### src/rtl/ncl_pkg.sv
// Shared definitions for the NCL dual-rail receive path: per-digit rail codes
// and the receiver handshake state encoding.
package ncl_pkg;

    // Two-bit digit code as {rail1, rail0}.
    localparam logic [1:0] DR_NULL    = 2'b00;
    localparam logic [1:0] DR_DATA0   = 2'b01;
    localparam logic [1:0] DR_DATA1   = 2'b10;
    localparam logic [1:0] DR_ILLEGAL = 2'b11;

    typedef enum logic [1:0] {
        WAIT_NULL = 2'd0,
        WAIT_DATA = 2'd1,
        CAPTURE   = 2'd2
    } rx_state_e;

endpackage : ncl_pkg

### src/rtl/ncl_rail_sync.sv
// Multi-stage flop synchroniser applied bitwise to a bus of independent
// asynchronous rails; each bit is synchronised on its own.
module ncl_rail_sync #(
    parameter int WIDTH  = 64,
    parameter int STAGES = 2
) (
    input  logic             clk,
    input  logic             init,
    input  logic [WIDTH-1:0] d,
    output logic [WIDTH-1:0] q
);

    logic [WIDTH-1:0] stage_q [STAGES];

    // NOTE: the synchroniser chain is cleared on reset so no stale rail value
    // from before reset can be mistaken for a fresh wavefront afterwards.
    always_ff @(posedge clk) begin
        if (init) begin
            for (int i = 0; i < STAGES; i++) begin
                stage_q[i] <= '0;
            end
        end else begin
            stage_q[0] <= d;
            for (int i = 1; i < STAGES; i++) begin
                stage_q[i] <= stage_q[i-1];
            end
        end
    end

    assign q = stage_q[STAGES-1];

endmodule : ncl_rail_sync

### src/rtl/digit_sum_receiver.sv
// Clocked receiver for a dual-rail NCL sum wavefront: synchronises the rails,
// runs the NULL/DATA completion handshake and checks the captured sequence.
module digit_sum_receiver
    import ncl_pkg::*;
#(
    parameter int NDIGITS     = 32,
    parameter int SYNC_STAGES = 2
) (
    input  logic                   clk,
    input  logic                   init,
    input  logic [2*NDIGITS-1:0]   displaysum,
    output logic                   ko,
    output logic [NDIGITS-1:0]     dout,
    output logic                   dout_valid,
    output logic                   seq_err,
    output logic                   illegal_err,
    output logic [15:0]            word_count
);

    localparam int FILL_W = $clog2(SYNC_STAGES + 1);
    localparam logic [FILL_W-1:0] FILL_MAX = FILL_W'(SYNC_STAGES);

    logic [2*NDIGITS-1:0] rails_sync;
    logic [NDIGITS-1:0]   is_null;
    logic [NDIGITS-1:0]   is_data;
    logic [NDIGITS-1:0]   is_ill;
    logic [NDIGITS-1:0]   rail1;
    logic [FILL_W-1:0]    fill_q;
    logic                 primed;
    logic                 all_null;
    logic                 all_data;
    logic                 any_ill;
    logic                 capture_go;
    logic                 ref_valid;
    rx_state_e            state_q;
    rx_state_e            state_d;

    ncl_rail_sync #(
        .WIDTH  (2*NDIGITS),
        .STAGES (SYNC_STAGES)
    ) u_sync (
        .clk  (clk),
        .init (init),
        .d    (displaysum),
        .q    (rails_sync)
    );

    // Reset-cleared sync flops hold zeros, not sampled pins; completeness is
    // only trusted once the chain has been refilled with real samples.
    always_ff @(posedge clk) begin
        if (init) begin
            fill_q <= '0;
        end else if (fill_q != FILL_MAX) begin
            fill_q <= fill_q + 1'b1;
        end
    end

    assign primed = (fill_q == FILL_MAX);

    // NOTE: every variable of a combinational block gets a default before any
    // branch, so no path can leave it unassigned and infer a latch.
    always_comb begin
        is_null = '0;
        is_data = '0;
        is_ill  = '0;
        rail1   = '0;
        for (int k = 0; k < NDIGITS; k++) begin
            case (rails_sync[2*k +: 2])
                DR_NULL:            is_null[k] = 1'b1;
                DR_DATA0, DR_DATA1: is_data[k] = 1'b1;
                default:            is_ill[k]  = 1'b1;
            endcase
            rail1[k] = rails_sync[2*k+1];
        end
    end

    assign all_null = primed & (&is_null);
    assign all_data = primed & (&is_data);
    assign any_ill  = primed & (|is_ill);

    // An illegal digit freezes the handshake until reset.
    always_comb begin
        state_d    = state_q;
        capture_go = 1'b0;
        if (!(illegal_err || any_ill)) begin
            case (state_q)
                WAIT_NULL: if (all_null) state_d = WAIT_DATA;
                WAIT_DATA: begin
                    if (all_data) begin
                        state_d    = CAPTURE;
                        capture_go = 1'b1;
                    end
                end
                CAPTURE:   state_d = WAIT_NULL;
                default:   state_d = WAIT_NULL;
            endcase
        end
    end

    // NOTE: state is updated with non-blocking assignments so every flop here
    // samples the pre-edge values, independent of statement order.
    always_ff @(posedge clk) begin
        if (init) begin
            state_q     <= WAIT_NULL;
            ko          <= 1'b0;
            dout        <= '0;
            dout_valid  <= 1'b0;
            seq_err     <= 1'b0;
            illegal_err <= 1'b0;
            word_count  <= '0;
            ref_valid   <= 1'b0;
        end else begin
            state_q    <= state_d;
            ko         <= (state_d == WAIT_DATA);
            dout_valid <= capture_go;
            seq_err    <= 1'b0;
            if (any_ill) begin
                illegal_err <= 1'b1;
            end
            if (capture_go) begin
                dout      <= rail1;
                seq_err   <= ref_valid && (rail1 != dout + 1'b1);
                ref_valid <= 1'b1;
                if (word_count != 16'hFFFF) begin
                    word_count <= word_count + 16'd1;
                end
            end
        end
    end

endmodule : digit_sum_receiver

### config.mk
export PLATFORM = sky130hd
export DESIGN_NAME = digit_sum_receiver
export DESIGN_NICKNAME = d
export VERILOG_FILES = /design/src/rtl/ncl_pkg.sv /design/src/rtl/ncl_rail_sync.sv /design/src/rtl/digit_sum_receiver.sv
export SDC_FILE = /design/constraint.sdc
export NUM_CORES = 1
export LEC_CHECK = 0
export BUFFER_PORTS_ARGS = -buffer_cell sky130_fd_sc_hd__buf_2
export CAP_MARGIN = 20
export CORE_UTILIZATION = 40
export CTS_BUF_LIST = sky130_fd_sc_hd__clkbuf_2 sky130_fd_sc_hd__clkbuf_4 sky130_fd_sc_hd__clkbuf_8
export CTS_CLUSTER_SIZE = 30
export DETAILED_ROUTE_END_ITERATION = 7
export MAX_ROUTING_LAYER = met4
export PLACE_DENSITY_LB_ADDON = 0.25
export SETUP_SLACK_MARGIN = 0.2
export SYNTH_ARGS = -nofsm -noshare
export SYNTH_HDL_FRONTEND = slang
export SYNTH_HIERARCHICAL = 1
export SYNTH_SLANG_ARGS = --single-unit
### constraint.sdc
create_clock -name clk -period 2.3 [get_ports clk]
set_input_delay 0.46 -clock clk [delete_from_list [all_inputs] [get_ports clk]]
set_output_delay 0.46 -clock clk [all_outputs]
set_load 0.01 [all_outputs]
==> impl_results.md <==
- Mapped cell area: 0.00856 mm²
- Setup crit start kind: flip-flop
- CTS Sinks: 185
- Fill cells: 1922
- Internal power: 4450 µW
- Ys Warns: 6
- Clk Latency, worst-skew pair: 0.47 ns
- Worst setup EP type: flip-flop
- Clock transition at path regs: 0.10 ns
- Final core occ: 0.524
- Gr ovfl total: 0
- Io pins: 118
- Drt total wl: 21100 µm
- Post-synth top area cell: dfxtp_1
- Hold-fix buffers, CTS: 0
- Initial core utilization: 0.407
- Min cycle time layout: 2.56 ns
- Clk pwr share: 0.347
- Synth Area per Inst: 9.15 µm²
- FMAX: 391 MHz
- Synth Instances: 935
- Die area: 0.0220 mm²
- Failing checks: negative setup slack
- Pins over their slew limit: 0
- Worst-Margin Slew: 0.830 ns
- FF+latch area: 0.00373 mm²
- TritonCTS Buffers: 17
- Ys flop type: dfxtp_1
- Final WS setup: -0.256 ns
- Row count: 53
- Crit share post-route: 1.11
- Yosys reg bits: 185
- WHS: 0.188 ns
- GRT Util Overall: 0.201
- Share of cells above drive strength 1: 0.365
- Die Width: 148 µm
- Pre-CTS setup slack: -0.362 ns
- Die height: 148 µm
- PwrDens: 554 mW/mm²
- Design area: 0.0110 mm²
- Clock buffer depth: 2
- Top cells by area, synth: dfxtp_1 43%, ha_1 9.8%, nor2b_1 9.4%
- Worst EP required: 2.70 ns
- DRT antenna net count: 0
- CTS tree: built
- Initial DRC Count: 300
- N_diodes: 0
- Routed WL per cell: 15.2 µm
- Worst Skew: 0.0117 ns
- Post-synthesis sequential area ratio: 0.433
- Net Sw Frac: 0.272
- Hold violation total from the final report: 0
- Area occupied by multi-input gates: 0.00443 mm²
- Max-cap violation count: 0
- Rel. slew slack: 0.441
- Number of port buffers: 117
- Peak VDD IR: 0.295 mV
- Async SR Flop Fraction: 0
- Antenna violations before repair: 0
- Drt first pass iters: 5
- Arr. time, crit path: 2.96 ns
- Leak: 0.00471 µW
- Crit-path max FO: 2
- Area delta synth->final: 28.8%
- Status: finished, violations left
- Combinational Power Share: 0.098
- RePlAce Congestion: 0.842
- Hold crit path type: input port to flip-flop
- Largest net degree at the start of global routing: 90
- NetSw: 1660 µW
- Setup violations, final: 53
- Post-synth EDFFs: 0
- Syn nets: 1068
- Total core area: 0.0210 mm²
- First-pass GRT wire length: 32700 µm
- Via Count: 6593
- Clock Tree Root: clkbuf_8
- Sequential Power Share: 0.555
- Yosys top cell area share: 0.433
- Vias in the first global route: 6339
- Via density: 4.76
- Most frequent cells in the layout: 166 x dfxtp_1, 129 x nor2b_1, 116 x buf_2
- # nets final: 1229
- Cell variety after synth: 53
- Most common cell after layout, fill and taps aside: dfxtp_1
- DRC errors left: 0
- Placement Cell Area: 0.00970 mm²
- Type of the worst setup path: flip-flop to flip-flop
- Hpwl dp: 14400 µm
- RSZ-0062 raised after global routing: yes
- H-Tree Depth: 4
## power groups by stage
stage	clock network [µW]	logic, µW	registers [µW]
5_1_grt	2330	668	3410
3_3_place_gp	0	539	3460
2_1_floorplan	0	409	3430
4_1_cts	2200	585	3390
3_5_place_dp	0	541	3460
6_report	2120	601	3390
## final timing paths
kind | from | to | slack (ns) | cells after the start
setup reg to reg | u_sync/stage_q[0][68] | seq_err | -0.26 | 9
hold / removal | displaysum[48] | u_sync/stage_q[0][48] | 0.19 | 2
setup / recovery | u_sync/stage_q[0][68] | seq_err | -0.26 | 9
hold reg to reg | u_sync/stage_q[0][24] | u_sync/stage_q[0][88] | 0.44 | 1
## final cells by class
class / instances / area share
Clock buffer: 17 / 0.0212
Clock inverter: 15 / 0.0134
Inverter: 68 / 0.0232
Multi-Input combinational cell: 581 / 0.402
Sequential cell: 185 / 0.339
Tap cell: 275 / 0.0312
Timing Repair Buffer: 243 / 0.171
## per-stage QoR
stage / TNS, ns / power (µW) / cells
4_1_cts: -6.23 / 6170 / 1380
3_5_place_dp: -7.58 / 4000 / 1325
6_report: -7.21 / 6110 / 1384
3_3_place_gp: -4.14 / 4000 / 1325
5_1_grt: -13.29 / 6410 / 1384
2_1_floorplan: -0.191 / 3840 / 935
## sequential cells by signal (all words and copies together) (netlist names)
signal	flops
dout_valid	1
fill_q	2
word_count	16
ko	1
u_sync/stage_q	128
dout	32
illegal_err	1
state_q	2
seq_err	1
ref_valid	1
## synth_stat cells, drive strengths merged (2+ instances only)
master   count
a21oi       39
a22oi        2
a31oi        5
a41oi        2
and2         2
and3         8
and4         4
buf         84
clkbuf      17
dfxtp      185
ha          67
inv         68
nand2       89
nand3       23
nand3b       2
nand4       33
nand4b       4
nor2        36
nor2b      129
nor3        20
nor4        19
o2111ai      2
o211ai       6
o21ai        7
or3          4
or3b         2
xnor2       40
xor2        20
## logic make-up after synthesis
kind of cell               after synthesis  synth area share
adders and majority gates               67            0.0980
muxes                                    1           0.00117
AOI/OAI and AO/OA                       71            0.0490
xor gates and xnor gates                60            0.0614
and+or+nand+nor                        382             0.249
buffers and inverters                  169             0.109
DFF                                    185             0.433
## worst max-delay path, stage by stage, from the launching register on
cell and delay (ns):
dfxtp_2 0.35, ha_4 0.16, nor4_4 0.26, buf_4 0.16, nand4_1 0.17, o21a_1 0.26
or2_1 0.22, or3_4 0.38, or3b_4 0.38, a41oi_2 0.15
## per-layer routing
layer  up-vias  global-route usage  share of wire
met5         -                   -              0
met4         0              0.0825          0.032
met3        37              0.0454          0.047
met2       144               0.318           0.46
met1      3095               0.247           0.46
li1       3317                   -              -
## timing repair
action,CTS,global route
endpoints found under the setup margin,54,55
gates cloned,8,1
pin swaps,33,31
buffers inserted,15,3
resized for setup,71,78
(Power assumes the default switching activity.)
